## config.mk

```make
export PLATFORM = sky130hd
export DESIGN_NAME = instr_fetch_flat
export DESIGN_NICKNAME = d
export VERILOG_FILES = /design/src/rtl/rv_pkg.sv /design/src/rtl/instr_fetch_if.sv /design/src/rtl/fetch_fifo.sv /design/src/rtl/instr_fetch.sv /design/src/flat_wrapper.sv
export SDC_FILE = /design/constraint.sdc
export NUM_CORES = 1
export LEC_CHECK = 0
export BUFFER_PORTS_ARGS = -buffer_cell sky130_fd_sc_hd__buf_4
export CORE_UTILIZATION = 45
export CTS_BUF_LIST = sky130_fd_sc_hd__clkbuf_8
export CTS_CLUSTER_DIAMETER = 50
export DETAILED_ROUTE_END_ITERATION = 10
export MAX_ROUTING_LAYER = met4
export PLACE_DENSITY = 0.78
export SLEW_MARGIN = 20
export SYNTH_ARGS = -nofsm -noshare
export SYNTH_HDL_FRONTEND = slang
export SYNTH_HIERARCHICAL = 1
export SYNTH_SLANG_ARGS = --single-unit
```

## constraint.sdc

```tcl
create_clock -name clk -period 5.45 [get_ports clk]
set_input_delay 0.545 -clock clk [delete_from_list [all_inputs] [get_ports clk]]
set_output_delay 0.545 -clock clk [all_outputs]
set_load 0.01 [all_outputs]
```

## src/rtl/rv_pkg.sv

```systemverilog
// Shared RISC-V front-end definitions: machine width, instruction size and
// the fetch-buffer entry layout.
package rv_pkg;

    localparam int XLEN        = 32;
    localparam int INSTR_BYTES = 4;

    localparam logic [XLEN-1:0] NOP_INSTR = 32'h0000_0013;

    typedef struct packed {
        logic [XLEN-1:0] instr;
        logic [XLEN-1:0] pc;
    } fetch_entry_t;

endpackage

```

## src/rtl/instr_fetch_if.sv

```systemverilog
// Fetch unit boundary: instruction-memory request/response channel, the
// redirect input from execute and the instruction stream to decode.
interface instr_fetch_if;
    import rv_pkg::*;

    logic            imemReq;
    logic [XLEN-1:0] imemAddr;
    logic            imemGnt;
    logic            imemRvalid;
    logic [XLEN-1:0] imemRdata;

    logic            redirect;
    logic [XLEN-1:0] redirectPC;

    logic [XLEN-1:0] Instruction;
    logic [XLEN-1:0] instrPC;
    logic            instrValid;
    logic            instrReady;

    modport master (
        output imemReq, imemAddr, Instruction, instrPC, instrValid,
        input  imemGnt, imemRvalid, imemRdata, redirect, redirectPC, instrReady
    );

    modport slave (
        input  imemReq, imemAddr, Instruction, instrPC, instrValid,
        output imemGnt, imemRvalid, imemRdata, redirect, redirectPC, instrReady
    );

endinterface

```

## src/rtl/fetch_fifo.sv

```systemverilog
// Synchronous FIFO with flush; push and pop in the same cycle are legal even
// when full. Used for both the instruction buffer and the in-order PC queue.
module fetch_fifo #(
    parameter int WIDTH = 64,
    parameter int DEPTH = 2
) (
    input  logic                       clk,
    input  logic                       resetN,
    input  logic                       push,
    input  logic                       pop,
    input  logic                       flush,
    input  logic [WIDTH-1:0]           wdata,
    output logic [WIDTH-1:0]           rdata,
    output logic                       full,
    output logic                       empty,
    output logic [$clog2(DEPTH+1)-1:0] count
);

    localparam int PTR_W = $clog2(DEPTH);
    localparam int CNT_W = $clog2(DEPTH + 1);

    logic [WIDTH-1:0] mem [DEPTH];
    logic [PTR_W-1:0] wr_ptr;
    logic [PTR_W-1:0] rd_ptr;
    logic             do_push;
    logic             do_pop;

    // Pointers wrap explicitly so non-power-of-two depths work.
    function automatic logic [PTR_W-1:0] next_ptr(input logic [PTR_W-1:0] p);
        return (p == PTR_W'(DEPTH - 1)) ? '0 : p + 1'b1;
    endfunction

    assign empty   = (count == '0);
    assign full    = (count == CNT_W'(DEPTH));
    assign do_pop  = pop && !empty;
    assign do_push = push && (!full || do_pop);
    assign rdata   = mem[rd_ptr];

    always_ff @(posedge clk) begin
        if (!resetN || flush) begin
            wr_ptr <= '0;
            rd_ptr <= '0;
            count  <= '0;
        end else begin
            if (do_push) wr_ptr <= next_ptr(wr_ptr);
            if (do_pop)  rd_ptr <= next_ptr(rd_ptr);
            count <= count + CNT_W'(do_push) - CNT_W'(do_pop);
        end
    end

    // NOTE: storage is deliberately not reset; count alone says which slots hold data.
    always_ff @(posedge clk) begin
        if (do_push) mem[wr_ptr] <= wdata;
    end

endmodule

```

## src/rtl/instr_fetch.sv

```systemverilog
// Instruction fetch unit: issues sequential word fetches, tags responses with
// their PC, buffers them for decode and discards in-flight words on redirect.
module instr_fetch
    import rv_pkg::*;
#(
    parameter logic [XLEN-1:0] RESET_PC = 32'h0000_0000,
    parameter int              DEPTH    = 2
) (
    input logic           clk,
    input logic           resetN,
    instr_fetch_if.master bus
);

    localparam int CNT_W = $clog2(DEPTH + 1);

    logic [XLEN-1:0]  fetch_pc;
    logic [XLEN-1:0]  redirect_target;
    logic [XLEN-1:0]  pcq_head;
    logic [CNT_W-1:0] fifo_count;
    logic [CNT_W-1:0] out_count;
    logic [CNT_W-1:0] out_next;
    logic [CNT_W-1:0] drop_count;
    logic [CNT_W:0]   occupancy;
    logic             fifo_full, fifo_empty;
    logic             pcq_full, pcq_empty;
    logic             grant, resp, live, pop;
    fetch_entry_t     push_entry;
    fetch_entry_t     head_entry;

    assign redirect_target = bus.redirectPC & ~XLEN'(INSTR_BYTES - 1);
    assign pop             = bus.instrValid && bus.instrReady;

    // A pop at this edge frees its slot at the same edge, so it counts as space;
    // without that credit a 2-entry buffer could not sustain one fetch per cycle.
    assign occupancy    = {1'b0, fifo_count} + {1'b0, out_count} - {{CNT_W{1'b0}}, pop};
    assign bus.imemReq  = resetN && (occupancy < (CNT_W + 1)'(DEPTH));
    assign bus.imemAddr = fetch_pc;

    assign grant    = bus.imemReq && bus.imemGnt;
    assign resp     = bus.imemRvalid && !pcq_empty;
    assign live     = resp && (drop_count == '0) && !bus.redirect;
    assign out_next = out_count + CNT_W'(grant) - CNT_W'(resp);

    assign push_entry      = '{instr: bus.imemRdata, pc: pcq_head};
    assign bus.instrValid  = resetN && !fifo_empty;
    assign bus.Instruction = bus.instrValid ? head_entry.instr : '0;
    assign bus.instrPC     = bus.instrValid ? head_entry.pc    : '0;

    fetch_fifo #(.WIDTH($bits(fetch_entry_t)), .DEPTH(DEPTH)) u_instr_fifo (
        .clk    (clk),
        .resetN (resetN),
        .push   (live),
        .pop    (pop),
        .flush  (bus.redirect),
        .wdata  (push_entry),
        .rdata  (head_entry),
        .full   (fifo_full),
        .empty  (fifo_empty),
        .count  (fifo_count)
    );

    // Its occupancy is the outstanding-request count, dropped requests included.
    fetch_fifo #(.WIDTH(XLEN), .DEPTH(DEPTH)) u_pc_queue (
        .clk    (clk),
        .resetN (resetN),
        .push   (grant),
        .pop    (resp),
        .flush  (1'b0),
        .wdata  (fetch_pc),
        .rdata  (pcq_head),
        .full   (pcq_full),
        .empty  (pcq_empty),
        .count  (out_count)
    );

    always_ff @(posedge clk) begin
        if (!resetN) begin
            fetch_pc   <= RESET_PC;
            drop_count <= '0;
        end else begin
            if (bus.redirect)  fetch_pc <= redirect_target;
            else if (grant)    fetch_pc <= fetch_pc + XLEN'(INSTR_BYTES);

            // Everything still in flight after this edge belongs to the old path.
            if (bus.redirect)                       drop_count <= out_next;
            else if (resp && (drop_count != '0))    drop_count <= drop_count - 1'b1;
        end
    end

    no_orphan_response: assert property (@(posedge clk) disable iff (!resetN)
        !(bus.imemRvalid && pcq_empty));
    no_pcq_overflow: assert property (@(posedge clk) disable iff (!resetN)
        !(grant && pcq_full));
    no_fifo_overflow: assert property (@(posedge clk) disable iff (!resetN)
        !(live && fifo_full && !pop));

endmodule

```

## src/flat_wrapper.sv

```systemverilog
// flat-port wrapper written by rule: the top's interface ports become plain ports
module instr_fetch_flat import rv_pkg::*;
#(
    parameter logic [XLEN-1:0] RESET_PC = 32'h0000_0000,
    parameter int              DEPTH    = 2
)
  (clk, resetN, bus_imemReq, bus_imemAddr, bus_Instruction, bus_instrPC, bus_instrValid, bus_imemGnt, bus_imemRvalid, bus_imemRdata, bus_redirect, bus_redirectPC, bus_instrReady);
  instr_fetch_if bus_i ();
  input logic clk;
  input logic resetN;
  output wire logic [$bits(bus_i.imemReq)-1:0] bus_imemReq;
  output wire logic [$bits(bus_i.imemAddr)-1:0] bus_imemAddr;
  output wire logic [$bits(bus_i.Instruction)-1:0] bus_Instruction;
  output wire logic [$bits(bus_i.instrPC)-1:0] bus_instrPC;
  output wire logic [$bits(bus_i.instrValid)-1:0] bus_instrValid;
  input wire logic [$bits(bus_i.imemGnt)-1:0] bus_imemGnt;
  input wire logic [$bits(bus_i.imemRvalid)-1:0] bus_imemRvalid;
  input wire logic [$bits(bus_i.imemRdata)-1:0] bus_imemRdata;
  input wire logic [$bits(bus_i.redirect)-1:0] bus_redirect;
  input wire logic [$bits(bus_i.redirectPC)-1:0] bus_redirectPC;
  input wire logic [$bits(bus_i.instrReady)-1:0] bus_instrReady;
  assign bus_imemReq = bus_i.imemReq;
  assign bus_imemAddr = bus_i.imemAddr;
  assign bus_Instruction = bus_i.Instruction;
  assign bus_instrPC = bus_i.instrPC;
  assign bus_instrValid = bus_i.instrValid;
  assign bus_i.imemGnt = bus_imemGnt;
  assign bus_i.imemRvalid = bus_imemRvalid;
  assign bus_i.imemRdata = bus_imemRdata;
  assign bus_i.redirect = bus_redirect;
  assign bus_i.redirectPC = bus_redirectPC;
  assign bus_i.instrReady = bus_instrReady;
  instr_fetch #(.RESET_PC(RESET_PC), .DEPTH(DEPTH)) u_core (.clk(clk), .resetN(resetN), .bus(bus_i));
endmodule
```

# [Word level (Yosys, flattened, before mapping)]
# Memory sizes are Yosys's and may differ from the RTL's. A register that Yosys moved wholly into a read port is not among the register bits.
# Index checks and enable logic that the tools add are counted.
[classes] n_addsub=14 mul=0 div_mod_pow=0 n_lt_le_gt_ge=1 n_eq_ne=2 n_shift=0 mux=18 n_bitwise=1 n_reduce_logical=28
[op_table] operator="$mux W32" count=4
[op_table] operator="$add A32 B3 Y32 const B" count=1
[op_table] operator="$logic_and A1 B1 Y1" count=12
[op_table] operator="$mux W1" count=12
[op_table] operator="$add A2 B1 Y2" count=3
[op_table] operator="$logic_not A1 Y1" count=6
[op_table] operator="$logic_not A2 Y1" count=3
[op_table] operator="$reduce_bool A2 Y1" count=3
[op_table] operator="$sub A2 B1 Y2" count=3
[op_table] operator="$add A1 B1 Y1 const B" count=4
[op_table] operator="$eq A2 B2 Y1 const B" count=2
[op_table] operator="$mux W2" count=2
[op_table] operator="$add A2 B2 Y3" count=1
[op_table] operator="$logic_or A1 B1 Y1" count=3
[op_table] operator="$lt A3 B2 Y1 const B" count=1
[op_table] operator="$sub A3 B1 Y3" count=1
[op_table] operator="$reduce_or A2 Y1" count=1
[op_table] operator="$sub A2 B1 Y2 const B" count=1
[op_table] operator="$not A1 Y1" count=1
[totals] ff_bits=42 latch_bits=0 ram_bits=192 romBits=0 input_bits=70 n_memories=2
[memory_table] memory="u_core.u_instr_fifo.mem" words=2 word_bits=64 rd=1 rd_ports_with_merged_regs=1 write_ports=1 line="fetch_fifo.sv:22" text="logic [WIDTH-1:0] mem [DEPTH];"
[memory_table] memory="u_core.u_pc_queue.mem" words=2 word_bits=32 rd=1 rd_ports_with_merged_regs=1 write_ports=1 line="fetch_fifo.sv:22"

# [Depth between registers and ports, before layout]
# Gate-level depths: netlist of the first run.
[logic_depth] depth_word=11 depth_mapped=18 mapped_depth_nobuf=16

# [By module]
# The synthesis of the first run kept the hierarchy.
[by_module_without_submodules] module="fetch_fifo at u_core.u_instr_fifo" n_inst=1 cells_per_inst=232 area_each_um2=4862.2 seq_area_each_um2=3943.8
[by_module_without_submodules] module="fetch_fifo at u_core.u_pc_queue" n_inst=1 cells_per_inst=133 area_each_um2=2563.7 seq_area_each_um2=2021.9
[by_module_without_submodules] module="instr_fetch" n_inst=1 cells_per_inst=319 area_each_um2=2402.3 seq_area_each_um2=640.6

# [Worst setup path before layout of the first run]
# OpenSTA, ideal clock, no wires.
[synth_path] path_type="input to register" start="input resetN" end="memory u_core/u_pc_queue/mem[1][0] (netlist bit) (enable)" t_arrival_ps=4411 slack_ps=618 path_stages=13 path_cell_list="clkinv_1 -> nor2_1 -> clkbuf_1 -> and2_1 -> ha_1 -> nand2b_1 -> fa_1 -> xor2_1 -> nand2_2 -> inv_2 -> buf_4 -> nand2b_1 -> nor2_1"
[synth_via] elab_chain_len=9
[synth_lines] item="start, declared" line="flat_wrapper.sv:10" text="input logic resetN;"
[synth_lines] item="$logic_and A1 B1 Y1" line="instr_fetch.sv:45" text="assign bus.instrValid = resetN && !fifo_empty;"
[synth_lines] item="net bus_instrValid" line="flat_wrapper.sv:15" text="output wire logic [$bits(bus_i.instrValid)-1:0] bus_instrValid;"
[synth_lines] item="$logic_and A1 B1 Y1" line="instr_fetch.sv:31" text="assign pop = bus.instrValid && bus.instrReady;"
[synth_lines] item="net u_core.pop" line="instr_fetch.sv:26" text="logic grant, resp, live, pop;"
[synth_lines] item="$sub A3 B1 Y3" line="instr_fetch.sv:35" text="assign occupancy = {1'b0, fifo_count} + {1'b0, out_count} - {{CNT_W{1'b0}}, pop};"
[synth_lines] item="$lt A3 B2 Y1" line="instr_fetch.sv:36" text="assign bus.imemReq = resetN && (occupancy < (CNT_W + 1)'(DEPTH));"
[synth_lines] item="$logic_and A1 B1 Y1" line="instr_fetch.sv:36"
[synth_lines] item="$logic_and A1 B1 Y1" line="instr_fetch.sv:39" text="assign grant = bus.imemReq && bus.imemGnt;"
[synth_lines] item="net u_core.grant" line="instr_fetch.sv:26"
[synth_lines] item="$logic_and A1 B1 Y1" line="fetch_fifo.sv:36" text="assign do_push = push && (!full || do_pop);"
[synth_lines] item="$mux W1" line="fetch_fifo.sv:53" text="if (do_push) mem[wr_ptr] <= wdata;"
[synth_lines] item="$mux W1 (not written as such)" line="fetch_fifo.sv:53"
[synth_lines] item="end, declared" line="fetch_fifo.sv:22"
# The timed path passes the listed nets, and every way through them passes these cells.

# [Worst setup path after layout of the first run]
[layout_path] start="input resetN" end="memory u_core/u_pc_queue/mem[0][24] (netlist bit) (enable)"
[layout_via] elab_chain_len=9
[layout_lines] item="$logic_and A1 B1 Y1" line="instr_fetch.sv:45"
[layout_lines] item="$logic_and A1 B1 Y1" line="instr_fetch.sv:31"
[layout_lines] item="net u_core.pop" line="instr_fetch.sv:26"
[layout_lines] item="$sub A3 B1 Y3" line="instr_fetch.sv:35"
[layout_lines] item="$lt A3 B2 Y1" line="instr_fetch.sv:36"
[layout_lines] item="$logic_and A1 B1 Y1" line="instr_fetch.sv:36"
[layout_lines] item="$logic_and A1 B1 Y1" line="instr_fetch.sv:39"
[layout_lines] item="$logic_and A1 B1 Y1" line="fetch_fifo.sv:36"
[layout_lines] item="$mux W1" line="fetch_fifo.sv:53"
[layout_lines] item="$mux W1 (not written as such)" line="fetch_fifo.sv:53"
# The timed path passes the listed nets, and every way through them passes these cells.

==> run_results.csv, run 1 <==
group,metric,value,unit
timing,slew_headroom,36.3,%
detailed_routing,ant_nets,0,
yosys,synth_cells,682,
global_route,grt_pass1_wl,31000,µm
detailed_routing,remaining_drc_errors,0,
clock_tree,cts-htree-levels,2,
detailed_routing,wl,20100,µm
detailed_routing,wl_per_cell,17.2,µm
run,max_cap_violations,0,
worst_setup_path,worstSetupStartpointType,"primary input",
floorplan,die_x,150,µm
clock_tree,cts_hold_buf,0,
worst_setup_path,endpoint_kind,"register",
timing,fin_skew,0.0282,ns
timing,period_share,75.9,%
detailed_routing,avgViaCountPerCell,5.11,
worst_setup_path,critPathRequiredTime,5.66,ns
final_layout,utilization,56.9,%
yosys,syn_area_per_cell,14.4,µm²
power_and_ir_drop,ir_drop,0.201,mV
yosys,yosysWarningCount,6,
detailed_routing,routed-via-count,5997,
floorplan,boundaryPins,168,
power_and_ir_drop,p_per_area,295,nW/µm²
placement,dp.cells,1100,
timing,tightest_slew,0.956,ns
clock_tree,clk_latency,0.53,ns
final_layout,num_antenna_cells,0,
final_layout,fin_cells,1173,
worst_setup_path,worstPathCellList,"buf_4, clkinv_1, nor2_4, and2_1, ha_1, nand2b_1, fa_1, xor2_1, nand2_2, inv_2, inv_1, or3_1, inv_1, buf_12",
final_layout,drive_gt1_share,26.3,%
clock_tree,clkTransAtPathRegs,0.06,ns
detailed_routing,first_pass_iters,7,
final_layout,final_cell_mix,"192 x edfxtp_1, 169 x buf_4, 96 x mux2_1",
power_and_ir_drop,p_comb_share,4.4,%
floorplan,rows,53,
floorplan,core_region_area,21200,µm²
timing,hold_ws,0.207,ns
detailed_routing,drt_iter0_markers,299,
clock_tree,cts_root_buffer,"clkbuf_8",
power_and_ir_drop,p_clk_share,39.3,%
worst_hold_path,hold_class,"primary input to register",
floorplan,die_area,22400,µm²
clock_tree,cts_setup_buffers,0,
power_and_ir_drop,switchingPower,772,µW
global_route,grt_pass1_vias,5784,
final_layout,syn2layout_area_growth,23.0,%
yosys,syn_area,9820,µm²
worst_setup_path,crit_arrival,4.34,ns
timing,hold_viol,0,
timing,fin_setup_tns,0,ns
power_and_ir_drop,power.leakage,0.00452,µW
timing,slew_violations,0,
worst_setup_path,worstSetupPathType,"primary input to register",
clock_tree,cts_buffers,40,
power_and_ir_drop,p_int,2790,µW
timing,fin_crit,4.13,ns
timing,setup-violations-final,0,
worst_setup_path,cp_slowest_cell,"clkinv_1",
clock_tree,cts_tree,"done",
global_route,antenna_found_initial,0,
run_status,outcome,"finished clean",
floorplan,chipHeight,150,µm
final_layout,nNetsFinal,946,
worst_setup_path,cp_common_cell,"inv_1",
final_layout,layout_commonest_cell,"edfxtp_1",
worst_setup_path,cp_slowest_stage_delay,0.39,ns
power_and_ir_drop,sequentialPowerShare,56.3,%
clock_tree,post_cts_resized,0,
placement,dp_hpwl,12800,µm
clock_tree,cts_buffer_depth,3,
timing,max_freq,0.242,GHz
power_and_ir_drop,finalPower,3560,µW
power_and_ir_drop,swShare,21.7,%
placement,io_buffers,163,
placement,gp_congestion,0.845,
global_route,grt_overflow,0,
global_route,grt_max_degree,66,
worst_setup_path,worstPathMaxFanout,32,
global_route,grt_usage,18.7,%
floorplan,start_util,46.3,%
clock_tree,cts_sinks,234,
timing,rsz0062_at_grt,"false",
==> critical path, delay by kind of cell <==
| kind | cells | cell delay [ns] |
|---|---|---|
| and+or+nand+nor | 5 | 1.24 |
| buffers and inverters | 6 | 1.54 |
| xor gates and xnor gates | 1 | 0.35 |
| adders and majority gates | 2 | 0.64 |
==> state kept, by name (all words and copies together), names as in the netlist, named ones only <==
signal,flops
u_core/u_pc_queue/count,2
u_core/u_pc_queue/wr_ptr,1
u_core/u_pc_queue/rd_ptr,1
u_core/u_pc_queue/mem,64
u_core/bus.imemAddr,30
u_core/u_instr_fifo/wr_ptr,1
u_core/u_instr_fifo/count,2
u_core/u_instr_fifo/rd_ptr,1
u_core/u_instr_fifo/mem,128
u_core/drop_count,2
==> worst paths after layout <==
| path | start | to | slack [ns] | depth (start not counted) |
|---|---|---|---|---|
| worst min-delay path | bus_imemRdata[12] | u_core/u_instr_fifo/mem[1][44] | 0.21 | 1 |
| worst max register to register | u_core/u_instr_fifo/count[1] | u_core/u_pc_queue/mem[0][24] | 1.50 | 13 |
| worst min register to register | u_core/u_instr_fifo/rd_ptr | register | 0.49 | 2 |
| worst max-delay path | resetN | u_core/u_pc_queue/mem[0][24] | 1.32 | 14 |
==> cell type report <==
type	count	area [µm²]
fillers	1730	9140
inverters	20	75.1
clock inverters	29	121
repair buffers	170	1290
flip-flops and latches	234	6610
well taps	275	344
multi-input cells	401	3030
clock buffers	44	606
==> routing by layer <==
| layer | part of all wire [%] | GRT usage [%] |
|---|---|---|
| met5 | 0 | - |
| met4 | 1.9 | 6.57 |
| met3 | 6.5 | 4.02 |
| met2 | 48 | 30.1 |
| met1 | 44 | 23.4 |
==> power by group through the flow <==
stage	Sequential [µW]	Combinational, µW	Clock (µW)
after floorplan	2030	63.0	0
after global placement	2040	152	0
after detailed placement	2040	156	0
final	2000	156	1400
after global routing	2010	171	1530
after CTS	2000	157	1450
==> through the flow <==
step / worst slack [ns] / instance area (µm²)
2_1_floorplan: 0.619 / 9840
3_3_place_gp: 0.877 / 11300
3_5_place_dp: 0.771 / 11300
4_1_cts: 1.33 / 12100
5_1_grt: 1.03 / 12100
6_report: 1.32 / 12100
Note: power is estimated with default switching activity, not from simulation.
==> run 2: changes to the inputs <==
--- a/config.mk
+++ b/config.mk
@@ -11,7 +11,7 @@
 export CTS_CLUSTER_DIAMETER = 50
 export DETAILED_ROUTE_END_ITERATION = 10
 export MAX_ROUTING_LAYER = met4
-export PLACE_DENSITY = 0.78
+export PLACE_DENSITY = 0.81
 export SLEW_MARGIN = 20
 export SYNTH_ARGS = -nofsm -noshare
 export SYNTH_HDL_FRONTEND = slang
==> constraint.sdc (replaced) <==
create_clock -name clk -period 3.34 [get_ports clk]
set_input_delay 0.334 -clock clk [delete_from_list [all_inputs] [get_ports clk]]
set_output_delay 0.334 -clock clk [all_outputs]
set_load 0.01 [all_outputs]
==> run_results.csv, run 2 (synthesis gave the netlist of run 1 again) <==
group,metric,value,unit
final_layout,utilization,59.2,%
worst_setup_path,critPathRequiredTime,3.79,ns
final_layout,syn2layout_area_growth,28.0,%
worst_setup_path,worstPathMaxFanout,11,
placement,dp.cells,1108,
placement,gp_congestion,0.865,
clock_tree,cts_tree,"done",
floorplan,start_util,46.3,%
global_route,grt_usage,19.7,%
final_layout,num_antenna_cells,0,
timing,slew_headroom,35.3,%
timing,hold_viol,0,
final_layout,fillers,1665,
clock_tree,cts_sinks,234,
worst_setup_path,worstSetupStartpointType,"register",
worst_setup_path,worstSetupPathType,"register to register",
placement,io_buffers,163,
global_route,grt_pass1_vias,6351,
run,max_cap_violations,0,
detailed_routing,routed-via-count,6273,
detailed_routing,first_pass_iters,5,
timing,tightest_slew,0.971,ns
detailed_routing,drt_iter0_markers,316,
worst_setup_path,endpoint_kind,"register",
timing,period_share,95.9,%
worst_hold_path,hold_class,"primary input to register",
floorplan,boundaryPins,168,
global_route,grt_max_degree,66,
timing,setup-violations-final,0,
global_route,grt_pass1_wl,32800,µm
power_and_ir_drop,power.leakage,0.00469,µW
floorplan,die_area,22400,µm²
final_layout,fin_cells,1208,
clock_tree,clk_latency,0.52,ns
final_layout,drive_gt1_share,27.3,%
detailed_routing,wl,21500,µm
timing,fin_crit,3.20,ns
floorplan,die_x,150,µm
global_route,antenna_found_initial,0,
timing,max_freq,0.312,GHz
floorplan,rows,53,
clock_tree,cts-htree-levels,2,
final_layout,regMostFlops,"u_core/u_instr_fifo/mem",
final_layout,final_cell_mix,"192 x edfxtp_1, 175 x buf_4, 96 x mux2_1",
worst_setup_path,crit_arrival,3.65,ns
final_layout,layout_commonest_cell,"edfxtp_1",
clock_tree,cts_buffer_depth,3,
clock_tree,cts_buffers,39,
final_layout,nNetsFinal,985,
power_and_ir_drop,p_per_area,467,nW/µm²
detailed_routing,avgViaCountPerCell,5.19,
final_layout,fin_area,12600,µm²
timing,fin_setup_tns,0,ns
final_layout,largest_reg_flops,128,
clock_tree,clkTransAtPathRegs,0.06,ns
timing,fin_ws,0.137,ns
placement,dp_hpwl,13700,µm
timing,slew_violations,0,
placement,pre_cts_slack,0.0834,ns
detailed_routing,ant_nets,0,
floorplan,core_region_area,21200,µm²
global_route,grt_overflow,0,
detailed_routing,remaining_drc_errors,0,
run_status,outcome,"finished clean",
clock_tree,cts_root_buffer,"clkbuf_8",
power_and_ir_drop,ir_drop,0.275,mV
timing,rsz0062_at_grt,"false",
placement,placedInstanceArea,11500,µm²
clock_tree,cts_setup_buffers,0,
detailed_routing,wl_per_cell,17.8,µm
floorplan,chipHeight,150,µm
timing,fin_skew,0.0175,ns
[run 2: metal layers]
metal / track usage [%] / routed length [µm]
met5: - / 0
met3: 4.18 / 1430
met2: 32.8 / 10500
met4: 8.03 / 653
met1: 23.4 / 8860
[run 2: stage by stage]
stage	hold slack, ns	power (µW)
floorplan	0.433	3430
global placement	0.469	3580
detailed placement	0.487	3590
CTS	0.0396	5920
global route	0.0671	6080
finish	0.0586	5860
[run 2: final cells by class]
class / count / area (µm²) / area share (%)
timing repair buffer: 210 / 1690 / 13.5
inverter: 20 / 91.3 / 0.727
tap: 275 / 344 / 2.74
clock buffer: 43 / 592 / 4.71
clock inverter: 25 / 124 / 0.986
multi-input combinational: 401 / 3100 / 24.7
sequential: 234 / 6620 / 52.7
[run 2: path summary, 6_finish.rpt]
kind,depth (start not counted),to,slack [ns],start
setup / recovery,16,u_core/u_pc_queue/count[1],0.14,u_core/u_instr_fifo/count[0]
hold / removal,3,u_core/bus.imemAddr[2],0.06,bus_redirectPC[2]
setup reg to reg,16,u_core/u_pc_queue/count[1],0.14,u_core/u_instr_fifo/count[0]
hold reg to reg,2,u_core/u_instr_fifo/wr_ptr,0.49,u_core/u_instr_fifo/wr_ptr
[run 2: critical path, stage by stage, from the launching register on]
cell and delay [ns]:
dfxtp_4 0.41, nor2_4 0.06, nor2_4 0.08, and2_4 0.19, ha_4 0.20, nand2b_4 0.14, fa_1 0.55, and3_4 0.24
nand2_8 0.11, inv_8 0.12, xor2_1 0.07, o21ai_1 0.11, nor2_1 0.05, ha_1 0.19, xor2_1 0.15, or3_1 0.32
a21oi_1 0.15
[run 2: power by group]
part	internal [µW]	leakage [µW]	switching, µW	total, µW
clock	1250	0.000424	1050	2300
combinational	158	0.00217	141	299
sequential	3210	0.00210	58.7	3270
[run 2: timing repair]
item | 4_1_cts | 5_1_grt
hold buffers | 32 | 0
endpoints found under the hold margin | 64 | 0
setup endpoints to repair | 0 | 1
resized for setup | 0 | 1
